===== config.mk =====
export PLATFORM = sky130hd
export DESIGN_NAME = imem_loader
export DESIGN_NICKNAME = d
export VERILOG_FILES = /design/src/rtl/imem_loader.sv
export SDC_FILE = /design/constraint.sdc
export NUM_CORES = 1
export LEC_CHECK = 0
export BUFFER_PORTS_ARGS = -buffer_cell sky130_fd_sc_hd__buf_2
export CAP_MARGIN = 20
export CORE_MARGIN = 10
export CORE_UTILIZATION = 40
export DETAILED_ROUTE_END_ITERATION = 6
export HOLD_SLACK_MARGIN = 0.08
export PLACE_DENSITY = 0.7
export SKIP_LAST_GASP = 1
export SYNTH_ARGS = -nofsm -noshare
export SYNTH_HDL_FRONTEND = slang
export SYNTH_SLANG_ARGS = --single-unit
export TNS_END_PERCENT = 20

===== constraint.sdc =====
create_clock -name clk -period 1.9 [get_ports clk]
set_input_delay 0.095 -clock clk [delete_from_list [all_inputs] [get_ports clk]]
set_output_delay 0.095 -clock clk [all_outputs]
set_load 0.05 [all_outputs]

===== src/rtl/imem_loader.sv =====
// Program loader: receives COUNT / N big-endian words / CHK over a valid/ready byte
// stream and writes the words into the instruction memory, holding the CPU meanwhile.
module imem_loader #(
  parameter int DEPTH = 16,
  parameter int AW    = 4
) (
  input  logic          clk,
  input  logic          reset,
  input  logic          start,
  input  logic          in_valid,
  input  logic [7:0]    in_data,
  output logic          in_ready,
  output logic          mem_we,
  output logic [AW-1:0] mem_addr,
  output logic [15:0]   mem_wdata,
  output logic          cpu_hold,
  output logic          busy,
  output logic          done,
  output logic          error,
  output logic [AW:0]   words_loaded
);

  typedef enum logic [2:0] {
    S_IDLE, S_COUNT, S_HI, S_LO, S_WRITE, S_CHK, S_DONE, S_ERR
  } state_t;

  localparam logic [8:0] DEPTH_B = 9'(DEPTH);
  localparam logic [AW:0] ONE_W  = (AW+1)'(1);
  localparam logic [AW-1:0] ONE_A = AW'(1);

  state_t        state_q, state_d;
  logic [AW:0]   n_q, n_d;
  logic [7:0]    hi_q, hi_d;
  logic [15:0]   wdata_q, wdata_d;
  logic [AW-1:0] addr_q, addr_d;
  logic [7:0]    xor_q, xor_d;
  logic          hold_q, hold_d;
  logic          err_q, err_d;
  logic [AW:0]   words_q, words_d;

  always_comb begin
    state_d  = state_q;
    n_d      = n_q;
    hi_d     = hi_q;
    wdata_d  = wdata_q;
    addr_d   = addr_q;
    xor_d    = xor_q;
    hold_d   = hold_q;
    err_d    = err_q;
    words_d  = words_q;
    in_ready = 1'b0;
    mem_we   = 1'b0;
    case (state_q)
      S_IDLE: begin
        if (start) begin
          state_d = S_COUNT;
          err_d   = 1'b0;
          words_d = '0;
          xor_d   = '0;
          addr_d  = '0;
          hold_d  = 1'b1;
        end
      end
      S_COUNT: begin
        in_ready = 1'b1;
        if (in_valid) begin
          xor_d = xor_q ^ in_data;
          n_d   = in_data[AW:0];
          if (in_data == '0 || {1'b0, in_data} > DEPTH_B) begin
            state_d = S_ERR;
            err_d   = 1'b1;
          end else begin
            state_d = S_HI;
          end
        end
      end
      S_HI: begin
        in_ready = 1'b1;
        if (in_valid) begin
          hi_d    = in_data;
          xor_d   = xor_q ^ in_data;
          state_d = S_LO;
        end
      end
      S_LO: begin
        in_ready = 1'b1;
        if (in_valid) begin
          wdata_d = {hi_q, in_data};
          xor_d   = xor_q ^ in_data;
          state_d = S_WRITE;
        end
      end
      S_WRITE: begin
        mem_we  = 1'b1;
        words_d = words_q + ONE_W;
        // address only advances when another word follows, so it never wraps
        if ({1'b0, addr_q} == n_q - ONE_W) begin
          state_d = S_CHK;
        end else begin
          addr_d  = addr_q + ONE_A;
          state_d = S_HI;
        end
      end
      S_CHK: begin
        in_ready = 1'b1;
        if (in_valid) begin
          if ((xor_q ^ in_data) == 8'h00) begin
            state_d = S_DONE;
          end else begin
            state_d = S_ERR;
            err_d   = 1'b1;
          end
        end
      end
      S_DONE: begin
        state_d = S_IDLE;
        hold_d  = 1'b0;
      end
      S_ERR: begin
        state_d = S_IDLE;
        hold_d  = 1'b0;
        err_d   = 1'b1;
      end
      default: state_d = S_IDLE;
    endcase
  end

  always_ff @(posedge clk) begin
    if (reset) begin
      state_q <= S_IDLE;
      n_q     <= '0;
      hi_q    <= '0;
      wdata_q <= '0;
      addr_q  <= '0;
      xor_q   <= '0;
      hold_q  <= 1'b0;
      err_q   <= 1'b0;
      words_q <= '0;
    end else begin
      state_q <= state_d;
      n_q     <= n_d;
      hi_q    <= hi_d;
      wdata_q <= wdata_d;
      addr_q  <= addr_d;
      xor_q   <= xor_d;
      hold_q  <= hold_d;
      err_q   <= err_d;
      words_q <= words_d;
    end
  end

  assign mem_addr     = addr_q;
  assign mem_wdata    = wdata_q;
  assign cpu_hold     = hold_q;
  assign busy         = (state_q != S_IDLE);
  assign done         = (state_q == S_DONE);
  assign error        = err_q;
  assign words_loaded = words_q;

endmodule


# Word-level counts from Yosys, hierarchy flattened
# Index checks and enable logic that the tools add are counted.
# totals
reg_bits,51
# classes
addsub,3
magnitude_cmp,1
n_eq_ne,17
mux,27
n_bitwise,1
reduce_logical,21
# op_table
op,n
2-to-1 mux 3 bit,7
case mux 3 bit (7 select lines),1
logical NOT 8 bit,2
2-to-1 mux 8 bit,2
!= test 2 bit (second input constant),8
case mux 8 bit (2 select lines),1
== test 3 bit (second input constant),4
case mux 5 bit (2 select lines),1
AND reduction 2 bit,5
2-to-1 mux 1 bit,9
greater-than comparator 8 x 5 -> 1 bit (second input constant),1
2-to-1 mux 4 bit,2
case mux 4 bit (2 select lines),1
XOR 8 bit,1
== test 3 x 2 -> 1 bit (second input constant),2
AND reduction 3 bit,2
AND reduction 6 bit,1
nonzero test 2 bit,3
adder 5 x 1 -> 5 bit (second input constant),1
== test 4 x 5 -> 1 bit,1
2-to-1 mux 5 bit,1
AND reduction 5 bit,1
subtractor 5 x 1 -> 5 bit (second input constant),1
adder 4 x 1 -> 4 bit (second input constant),1
other kinds (11),11

# Logic depth before layout (Yosys ltp)
# Gate-level depths: netlist of the first run.
# depth
word_depth,5
depth_mapped,8

# Worst setup path before layout of the first run
# Ideal clock, no wire load.
# synth_timing
path_type,reg2reg
from,"register addr_q[2], in the netlist mem_addr[2]"
to,register state_q[1]
setup_time_ns,0.129
arrival_time_ns,1.974
required_ns,1.771
setup_slack_ns,-0.204
path_stages_with_launch,7
path_buffers,1
cell_sequence,dfxtp_1 -> nand3_1 -> a221o_1 -> a2111oi_4 -> buf_6 -> o221ai_1 -> nor2b_1
# synth_via
elab_chain_len,3
# synth_rtl
item,line_no,rtl
start: declaration,35,"logic [AW-1:0] addr_q, addr_d;"
start signal: assignment,144,addr_q <= addr_d;
== test 4 x 5 -> 1 bit,97,"if ({1'b0, addr_q} == n_q - ONE_W) begin"
2-to-1 mux 3 bit,97,
case mux 3 bit (7 select lines),53,case (state_q)
end signal: assignment,140,state_q <= state_d;
end: declaration,31,"state_t state_q, state_d;"
# No other way between the ends.
# A chain may end at the register's enable or synchronous reset.

# Final worst setup path of the first run
# layout_timing
from,register n_q[1]
to,register state_q[0]
# layout_via
elab_chain_len,4
# layout_rtl
item,line_no,rtl
start: declaration,32,"logic [AW:0] n_q, n_d;"
start signal: assignment,141,n_q <= n_d;
subtractor 5 x 1 -> 5 bit,97,
== test 4 x 5 -> 1 bit,97,
2-to-1 mux 3 bit,97,
case mux 3 bit (7 select lines),53,
# No other way between the ends.

==> results of run 1 <==
==> per-stage QoR <==
stage                     util [%]  TNS (ps)  total power, mW
final                        51.01    -673.9            2.280
after floorplan                  -    -76.67            1.413
after global routing         51.01     -1196            2.378
after CTS                    51.01    -694.8            2.300
after global placement       48.44    -89.24            1.511
after detailed placement     48.44    -331.3            1.518
==> area by class of cell <==
class                      instances  area [um^2]  area share, %
clock buffer                       5        68.82          2.391
clock inverter                     3        46.29          1.609
inverter                           6        23.77         0.8261
multi-input combinational        214         1250          43.43
sequential                        51         1023          35.57
tap                               72        90.09          3.130
timing repair buffer              63        375.4          13.04
==> routing by layer <==
metal,global-route usage [%],share of wire (%),vias to the layer above
met5,0,0,-
met3,3.052,4.3,9
met2,19.22,45,43
li1,-,-,1087
met4,4.397,1.6,0
met1,14.98,49,981
==> cell usage after synthesis <==
cell | number | area (um^2)
dfxtp_1 | 51 | 1021
nand2_1 | 44 | 165.2
a21oi_1 | 36 | 180.2
nor2_1 | 36 | 135.1
clkbuf_1 | 16 | 60.06
mux2i_1 | 14 | 140.1
o21ai_0 | 13 | 65.06
nand3b_1 | 9 | 67.56
xor2_1 | 9 | 78.83
inv_1 | 5 | 18.77
nand3_1 | 5 | 25.02
xnor2_1 | 5 | 43.79
nand2b_1 | 4 | 25.02
nand4_1 | 4 | 25.02
or2_2 | 4 | 25.02
ha_1 | 3 | 37.54
nor3_1 | 3 | 15.01
nor4_1 | 3 | 18.77
or3_2 | 3 | 22.52
a31oi_1 | 2 | 12.51
buf_2 | 2 | 10.01
nor3_2 | 2 | 20.02
o211ai_1 | 2 | 15.01
a2111oi_4 | 1 | 27.53
a211oi_1 | 1 | 7.510
a21boi_0 | 1 | 7.510
a21o_1 | 1 | 7.510
a221o_1 | 1 | 10.01
a221oi_2 | 1 | 15.01
and2_1 | 1 | 6.260
buf_6 | 1 | 11.26
clkinv_1 | 1 | 3.750
nor2b_1 | 1 | 6.260
o21ai_2 | 1 | 8.760
o21ba_2 | 1 | 10.01
o221ai_1 | 1 | 8.760
o31ai_1 | 1 | 7.510
or4_1 | 1 | 7.510
==> tightest hold or removal path: cells and delay by family <==
kind                   cells  cell delay (ps)
buffers and inverters      1              160
AND/OR/NAND/NOR            1               70
AO/OA/AOI/OAI              1               50
==> path summary, 6_finish.rpt <==
| kind | slack [ps] | start | cells past startpoint | to |
|---|---|---|---|---|
| max | -140 | n_q[1]$_SDFFE_PP0P_ | 8 | state_q[0]$_SDFFE_PP0P_ |
| min | 110 | in_data[0] | 3 | mem_wdata[0]$_SDFFE_PP0P_ |
| max reg2reg | -140 | n_q[1]$_SDFFE_PP0P_ | 8 | state_q[0]$_SDFFE_PP0P_ |
| min reg2reg | 460 | mem_wdata[15]$_SDFFE_PP0P_ | 2 | mem_wdata[15]$_SDFFE_PP0P_ |
==> logic make-up after synthesis <==
logic type      count (synthesis)  share of synthesized area, %
compound gates                 63                         16.14
mux                            14                         5.907
fa+ha+maj                       3                         1.582
flops                          51                         43.04
xor+xnor                       14                         5.169
simple gates                  120                         23.79
buf+inv                        25                         4.378
==> where the power goes <==
part	switching (mW)	total [mW]	internal, mW
Combinational	0.238	0.372	0.133
Sequential	0.0259	1.13	1.10
Clock	0.384	0.781	0.397
Total	0.648	2.28	1.63
==> registers in the layout, summed over array words and instances (netlist names) <==
signal        count
mem_wdata        16
hi_q              8
xor_q             8
n_q               5
words_loaded      5
mem_addr          4
state_q           3
cpu_hold          1
error             1
==> what timing repair did <==
item                       in CTS  in global routing
hold endpoints to repair        3                  0
hold buffers                    3                  0
buffers inserted                0                  0
setup endpoints to repair       7                  7
==> results.txt, run 1 <==
WP data arrival: 2270 ps
Fmax: 490.2 MHz
Outcome: complete, but fails checks
Synthesis-stage register bit count: 51
Seq/Total Area, Yosys: 43.04%
Synthesis-to-finish area growth: 21.31%
DP Area: 2733 um^2
Critical path's largest stage delay: 370 ps
Cell chain of the critical path: inv_1 > ha_2 > o21ba_2 > a221o_1 > a2111oi_4 > buf_4 > o21ai_2 > a221oi_2
Pre-CTS setup slack: -89.58 ps
Avg WL per Cell: 14.11 um
Ys Warns: 0
Violated checks: negative setup slack
Finished Cell Area: 2878 um^2
Tmin final: 2040 ps
Syn Nets: 305
Hold Crit Class: in -> reg
Die width: 97.01 um
Slew margin rel.: 70.91%
RSZ-0062 raised after global routing: true
Avg Inst Size Synth: 8.180 um^2
Non-filler instance count after layout: 414
Clock-pin slew on the worst setup and hold paths: 100 ps
I/O pin count: 43
CTS Sinks: 51
Commonest non-fill, non-tap cell in the layout: dfxtp_1
Vias per cell: 5.121
Root Buffer: clkbuf_8
Max-Cap Viols: 0
Worst-path fanout max: 4
TritonCTS Buffers: 5
Skew-Pair Late Insertion Delay: 310 ps
First-pass GRT wire length: 9.694 mm
Worst path required time: 2130 ps
Deepest clock path buffer count: 2
Fin. Hold Viols: 0
Cells after Synth: 290
Clock Skew: 11.33 ps
Largest net degree at the start of global routing: 22
Pwr Density: 792.4 nW/um^2
Tcrit/Tclk final: 107.4%
Routed Antenna Nets: 0
CTS tree: done
Worst vdd rail ir drop: 0.4634 mV
Final wirelength: 5.841 mm
Hpwl dp: 4.181 mm
# fillers: 549
Worst hold slack: 112.8 ps
Lkg Pwr: 1.151 nW
Final setup viols: 7
Core ar.: 5642 um^2
Vias in the first global route: 1947
Remaining DRCs: 0
CTS resizes: 0
Crit path max-delay cell type: a2111oi_4
Commonest non-fill, non-tap cells in the layout: 49 x dfxtp_1, 44 x nand2_1, 42 x buf_2
Cell family with most CP delay: compound AO/OA/AOI/OAI gates
Global route overflow: 0
Router iterations before antenna repair: 4
Placer congestion estimate: 0.8138
Num rows: 27
Total GRT Usage: 11.97%
Die footprint: 9411 um^2
WP buf/inv: 2
Die height: 97.01 um
Final slew viol count: 0
CP Capture Type: register
Kind of critical path: reg -> reg
Number of library cell types mapped by synthesis: 38
Fraction of layout cells with a size suffix above 1: 24.85%
Via count: 2120
Initial antenna violation count: 0
H-tree Lvls: 2
Slew @ Worst Pin: 432.4 ps
Initial DRC Count: 127
Starting density of the core: 42.05%
I/O Buffers: 42
Final WS setup: -139.8 ps
Layout Nets: 356
Mapped Area: 2372 um^2
ANT cells: 0
Cells after DPL: 403
Startpoint types: register
Power figures use the tool's default switching activity.
==> run 2, diff against run 1 <==
- ABC_AREA: default -> 1
- CORE_UTILIZATION: 40 -> 50
- PLACE_DENSITY: 0.7 -> 0.82
==> run 2 against run 1 <==
Against the previous run:
- the flow now finishes without violations
- sequential power rose by 32%
- sequential share of layout area is 0.94 points higher
- synthesized cell count rose by 17%
- first-iteration DRC count up 28%
- clock skew down 4.8 ps
- highest routed layer unchanged
==> results.txt, run 2 <==
Final slew viol count: 0 (unchanged)
Commonest non-fill, non-tap cell in the layout: nand2_1
Post-Synth Simple-Gate Area: 22.99% (-0.80 points)
Main combinational cell family by area after synthesis: simple AND/OR/NAND/NOR gates
Clock Power Share: 15.7% (-19 points)
Internal power: 2.180 mW (+34%)
XOR/XNOR share of the synthesized area: 3.247% (-1.9 points)
Synthesis-stage register bit count: 51 (unchanged)
Startpoint types: register
Clock Skew: 6.489 ps (-4.844 ps)
Layout Nets: 397 (+12%)
# hold bufs at CTS: 0 (-3)
Largest register FFs: 16 (unchanged)
I/O Buffers: 42 (unchanged)
Worst hold start: in_data[5]
Worst-path fanout max: 6 (+2)
Initial DRC Count: 162 (+28%)
Post-synth top area share: 42.06% (-0.98 points)
Hold Crit Class: in -> reg
Total power: 4.066 mW (+78%)
Crit path max-delay cell type: dfxtp_2
Tcrit/Tclk final: 88.02% (-19 points)
Num rows: 25 (-7.4%)
Post-synthesis compound-gate area fraction: 20.98% (+4.8 points)
RSZ-0062 raised after global routing: false
Mapped Area: 2427 um^2 (+2.3%)
Sequential power share: 36.7% (-13 points)
Avg Inst Size Synth: 7.160 um^2 (-12%)
TritonCTS Buffers: 5 (unchanged)
Cell family with most CP delay: simple AND/OR/NAND/NOR gates
Ys Warns: 0 (unchanged)
Deepest clock path buffer count: 2 (unchanged)
Post-CTS Setup Inserts: 0 (unchanged)
Worst vdd rail ir drop: 1.120 mV (+140%)
Remaining DRCs: 0 (unchanged)
Slew @ Worst Pin: 555.5 ps (+123.1 ps)
Cell chain of the critical path: inv_1 > ha_1 > nand2_1 > inv_1 > nor2_1 > nand3_1 > nor2_2 > nand2_1 > nand2_2 > nand2_2 > nand2_1 > nand2_1 > nor2_1
Kind of critical path: reg -> reg
Die width: 89.68 um (-7.6%)
Hpwl dp: 4.181 mm (about the same)
Fraction of layout cells with a size suffix above 1: 18.80% (-6.1 points)
Fin. Hold Viols: 0 (unchanged)
Clock-pin slew on the worst setup and hold paths: 100 ps (about the same)
Root Buffer: clkbuf_8
Max-Cap Viols: 0 (unchanged)
Starting density of the core: 51.39% (+9.3 points)
Ys flop type: dfxtp_1
Core ar.: 4723 um^2 (-16%)
Syn Nets: 354 (+16%)
Global route overflow: 0 (unchanged)
Placer congestion estimate: 0.8926 (+9.7%)
ANT cells: 0 (unchanged)
First-pass GRT wire length: 9.473 mm (-2.3%)
Worst path required time: 2150 ps (+20 ps)
Slew margin rel.: 62.97% (-7.9 points)
Vias per cell: 5.040 (-1.6%)
Synth cell count leaders: 58 x nand2_1, 51 x dfxtp_1, 45 x nor2_1, 39 x a21oi_1, 39 x o21ai_0
Lkg Pwr: 1.257 nW (+9.2%)
Outcome: completed
Mux cell area share after synthesis: 0% (-5.9 points)
Final TNS setup: 0 ps (+673.9 ps)
Seq/Total Area, Yosys: 42.06% (-0.98 points)
CTS Sinks: 51 (unchanged)
I/O pin count: 43 (unchanged)
Comb pwr share: 47.6% (+31 points)
Routed Antenna Nets: 0 (unchanged)
Die footprint: 8042 um^2 (-15%)
CTS resizes: 0 (unchanged)
CTS tree: done
Largest net degree at the start of global routing: 33 (+50%)
Synthesis-to-finish area growth: 15.36%
H-tree Lvls: 2 (unchanged)
Die height: 89.68 um (-7.6%)
Via count: 2268 (+7.0%)
Avg WL per Cell: 12.39 um (-12%)
Async set or reset register ratio after synthesis: 0% (unchanged)
Commonest non-fill, non-tap cells in the layout: 57 x nand2_1, 50 x dfxtp_1, 44 x nor2_1
# fillers: 466 (-15%)
Cells after Synth: 339 (+17%)
WP buf/inv: 2 (unchanged)
Final setup viols: 0 (-7)
Synth area leaders: dfxtp_1 42%, nand2_1 9.0%, a21oi_1 8.0%
WP data arrival: 1920 ps (-350 ps)
Final wirelength: 5.576 mm (-4.5%)
Tmin final: 1672 ps (-367.4 ps)
Most used cell, CP: nand2_1
Number of library cell types mapped by synthesis: 31 (-18%)
Net switching power: 1.886 mW (+190%)
Fmax: 598.0 MHz (+22%)
FF-to-FF Start: n_q[0]$_SDFFE_PP0P_
Most common cell in the netlist: nand2_1
Post-synthesis adder-cell area fraction: 1.546% (-0.036 points)
CP Capture Type: register
Total GRT Usage: 14.52% (+2.5 points)
Sw Share: 46.39% (+18 points)
Crit path from: n_q[0]$_SDFFE_PP0P_
Router iterations before antenna repair: 5 (+1)
Pwr Density: 1452 nW/um^2 (+83%)
Skew-Pair Late Insertion Delay: 310 ps (about the same)
Post-synth EDFFs: 0 (unchanged)
Critical path's largest stage delay: 360 ps (about the same)
Initial antenna violation count: 0 (unchanged)
Post-synth top area cell: dfxtp_1
Vias in the first global route: 2112 (+8.5%)
run 2: cell types whose count changed in the layout (fill, tap and decap cells not counted), moves of 13 or more:
cell     before  now
buf_4        18    5
inv_1         5   38
mux2i_1      14    0
nand2_1      44   57
o21ai_0      13   39
run 2: final cells by class:
cell class                 count  area [um^2]  share of cell area, %
multi-input combinational    234         1189                  42.45
inverter                      43        166.4                  5.943
timing repair buffer          47        247.7                  8.847
sequential                    51         1022                  36.51
clock inverter                 3        22.52                 0.8043
clock buffer                   5        68.82                  2.458
tap                           67        83.83                  2.994
run 2: cells by family (layout without fill, tap and decap cells):
logic type | Yosys count | in the layout
and+or+nand+nor | 129 | 129
AOI/OAI and AO/OA | 93 | 93
buffers and inverters | 54 | 98
DFF | 51 | 51
xor gates and xnor gates | 9 | 9
adders and majority gates | 3 | 3
run 2: power by group through the flow:
stage          logic (mW)  registers [mW]  clock network, mW
2_1_floorplan        1.35            1.71                  0
3_3_place_gp         1.88            1.50                  0
3_5_place_dp         1.92            1.51                  0
4_1_cts              1.93            1.49              0.657
5_1_grt              2.16            1.53              0.705
6_report             1.93            1.49              0.640
run 2: worst paths after layout:
| path | end | slack, ps | depth (start not counted) |
|---|---|---|---|
| setup / recovery | mem_addr[1]$_SDFFE_PP0P_ | 230 | 13 |
| hold / removal | hi_q[5]$_SDFFE_PP0P_ | 80 | 3 |
| setup reg to reg | mem_addr[1]$_SDFFE_PP0P_ | 230 | 13 |
| hold reg to reg | mem_wdata[14]$_SDFFE_PP0P_ | 440 | 2 |
run 2: tightest hold or removal path: stages:
cell	delay, ps
buf_2	130
nor2_1	50
nor2_1	80
run 2: routing by layer:
layer  global-route usage, %  part of all wire (%)  vias up
met2                   24.87                    48       56
met1                   17.73                    45     1024
met3                   3.610                   6.2        4
li1                        -                     -     1184
met5                       0                     0        -
met4                   3.613                  0.84        0
run 2: per-stage QoR:
stage | cells | area [um^2] | setup WS (ps) | util, % | hold WS, ps
6_report | 450 | 2800 | 227.6 | 59.28 | 84.87
5_1_grt | 450 | 2800 | 34.38 | 59.28 | 87.70
4_1_cts | 450 | 2794 | 174.1 | 59.15 | 88.08
3_5_place_dp | 442 | 2703 | 210.3 | 57.22 | 413.1
3_3_place_gp | 442 | 2703 | 323.9 | 57.22 | 405.1
2_1_floorplan | 339 | 2427 | 293.8 | - | 229.9
==> run 3, diff against run 2 <==
- CORE_UTILIZATION: 50 -> 35
- PLACE_DENSITY: 0.82 -> 0.63
==> run 3 against run 2 <==
Against the previous run:
- first-iteration DRC count decreased by 15%
- highest routed layer unchanged
- die area grew 33%
- sequential cell count is the same
- setup slack worse by 44 ps
- final cell count rose by 3.1%
- largest cell class unchanged
==> results.txt, run 3 (synthesis gave the netlist of run 2 again) <==
Hpwl dp: 4.248 mm (+1.6%)
CP Capture Type: register
Die footprint: 10670 um^2 (+33%)
Avg WL per Cell: 12.40 um (about the same)
Die width: 103.3 um (+15%)
Crit path from: n_q[0]$_SDFFE_PP0P_
# fillers: 724 (+55%)
Critical path's largest stage delay: 360 ps (about the same)
Total GRT Usage: 11.30% (-3.2 points)
I/O Buffers: 42 (unchanged)
Sw Share: 46.68% (+0.29 points)
Remaining DRCs: 0 (unchanged)
Router iterations before antenna repair: 4 (-1)
Hold Crit Class: in -> reg
Core ar.: 6756 um^2 (+43%)
CP endpoint: mem_addr[1]$_SDFFE_PP0P_
CTS Sinks: 51 (unchanged)
Worst vdd rail ir drop: 0.9112 mV (-19%)
Vias in the first global route: 2067 (-2.1%)
Fmax: 582.5 MHz (-2.6%)
Largest register FFs: 16 (unchanged)
Worst-path fanout max: 6 (unchanged)
Reg-to-reg slack, setup: 180 ps (-40 ps)
Startpoint types: register
Non-filler instance count after layout: 464 (+3.1%)
Global route overflow: 0 (unchanged)
Worst path depth: 13 (unchanged)
Tcrit/Tclk final: 90.35% (+2.3 points)
Final setup viols: 0 (unchanged)
Via count: 2234 (-1.5%)
FF-to-FF Start: n_q[0]$_SDFFE_PP0P_
Worst hold start: in_data[6]
Layout Nets: 398 (+0.25%)
Crit path max-delay cell type: dfxtp_1
Net switching power: 1.911 mW (+1.3%)
Final wirelength: 5.754 mm (+3.2%)
TritonCTS Buffers: 5 (unchanged)
Fin. Hold Viols: 0 (unchanged)
First-pass GRT wire length: 9.811 mm (+3.6%)
Num rows: 30 (+20%)
Die height: 103.3 um (+15%)
Most used cell, CP: nand2_1
Initial DRC Count: 137 (-15%)
Clock-pin slew on the worst setup and hold paths: 100 ps (about the same)
Cells after DPL: 454 (+2.7%)
Commonest non-fill, non-tap cells in the layout: 58 x nand2_1, 51 x dfxtp_1, 45 x nor2_1
Internal power: 2.184 mW (+0.18%)
Slew @ Worst Pin: 704.1 ps (+148.7 ps)
Register area: 1021 um^2 (-0.12%)
Starting density of the core: 35.93% (-15 points)
Commonest non-fill, non-tap cell in the layout: nand2_1
R2R cell count: 13 (unchanged)
Deepest clock path buffer count: 2 (unchanged)
Routed Antenna Nets: 0 (unchanged)
Initial antenna violation count: 0 (unchanged)
Reg2reg end: mem_addr[1]$_SDFFE_PP0P_
DP Area: 2711 um^2 (+0.32%)
Worst path required time: 2140 ps (about the same)
Kind of critical path: reg -> reg
Clock Power Share: 16.6% (+0.9 points)
I/O pin count: 43 (unchanged)
Final slew viol count: 0 (unchanged)
Lkg Pwr: 1.258 nW (+0.13%)
Synthesis-to-finish area growth: 16.49%
Vias per cell: 4.815 (-4.5%)
Skew-Pair Late Insertion Delay: 310 ps (about the same)
Largest net degree at the start of global routing: 33 (unchanged)
Tmin final: 1717 ps (+44.30 ps)
ANT cells: 0 (unchanged)
Fraction of layout cells with a size suffix above 1: 17.71% (-1.1 points)
Outcome: completed
Cell chain of the critical path: inv_1 > ha_1 > nand2_1 > inv_1 > nor2_1 > nand3_1 > nor2_1 > nand2_1 > nand2_2 > nand2_1 > nand2_1 > nand2_1 > nor2_1
Placer congestion estimate: 0.9370 (+5.0%)
Pwr Density: 1448 nW/um^2 (-0.27%)
Multi-input gate area: 1184 um^2 (-0.42%)
Clock Skew: 11.32 ps (+4.833 ps)
CTS tree: done
Sequential power share: 36.5% (-0.2 points)
Cell family with most CP delay: simple AND/OR/NAND/NOR gates
RSZ-0062 raised after global routing: false
H-tree Lvls: 2 (unchanged)
Max-Cap Viols: 0 (unchanged)
Post-CTS Setup Inserts: 0 (unchanged)
Root Buffer: clkbuf_8
Slew margin rel.: 53.01% (-10 points)
Comb pwr share: 46.9% (-0.7 points)
WP data arrival: 1960 ps (+40 ps)
Final TNS setup: 0 ps (unchanged)
Finished Cell Area: 2828 um^2 (+0.98%)
WP buf/inv: 2 (unchanged)
run 3: worst min path at each step:
stage,end,depth (start not counted)
after global routing,hi_q[1]$_SDFFE_PP0P_,3
final,hi_q[6]$_SDFFE_PP0P_,3
after global placement,hi_q[7]$_SDFFE_PP0P_,3
after floorplan,hi_q[0]$_SDFFE_PP0P_,2
after CTS,hi_q[6]$_SDFFE_PP0P_,3
after detailed placement,hi_q[7]$_SDFFE_PP0P_,3
run 3: repair_timing:
item,CTS,global route
endpoints found under the hold margin,2,0
hold buffers,2,0
gates resized for setup,0,0
run 3: area by class of cell:
| type | count | share of cell area [%] |
|---|---|---|
| Inverter | 43 | 5.885 |
| Multi-Input combinational cell | 234 | 41.86 |
| Tap cell | 80 | 3.540 |
| Clock inverter | 3 | 0.9735 |
| Sequential cell | 51 | 36.11 |
| Clock buffer | 5 | 2.434 |
| Timing Repair Buffer | 48 | 9.204 |
run 3: tightest hold or removal path, cell delays in order:
cell and delay (ps):
buf_2 120, nor2_1 50, nor2_1 90
run 3: power groups by stage:
stage                     logic (mW)  clock network [mW]  registers (mW)
after floorplan                 1.35                   0            1.71
after global placement          1.89                   0            1.51
after detailed placement        1.92                   0            1.51
after CTS                       1.94               0.698            1.49
after global routing            2.17               0.732            1.53
final                           1.92               0.678            1.49
run 3: per-layer routing:
layer  routed length (um)  part of all wire (%)  track usage, %  up-vias
li1                     -                     -               -     1187
met1                 2807                    49           15.14     1007
met2                 2530                    44           17.16       35
met3                  334                   5.8           2.924        5
met4                   82                   1.4           3.850        0
met5                    0                     0               0        -
run 3: per-stage QoR:
stage / util [%] / worst slack (ps) / total power [mW] / hold WS [ps]
after global routing: 41.85 / 11.71 / 4.441 / 107.8
after CTS: 41.85 / 183.7 / 4.130 / 80.05
after global placement: 40.13 / 310.2 / 3.406 / 409.5
after detailed placement: 40.13 / 210.6 / 3.437 / 404.6
after floorplan: - / 293.8 / 3.061 / 229.9
final: 41.85 / 183.3 / 4.095 / 82.86
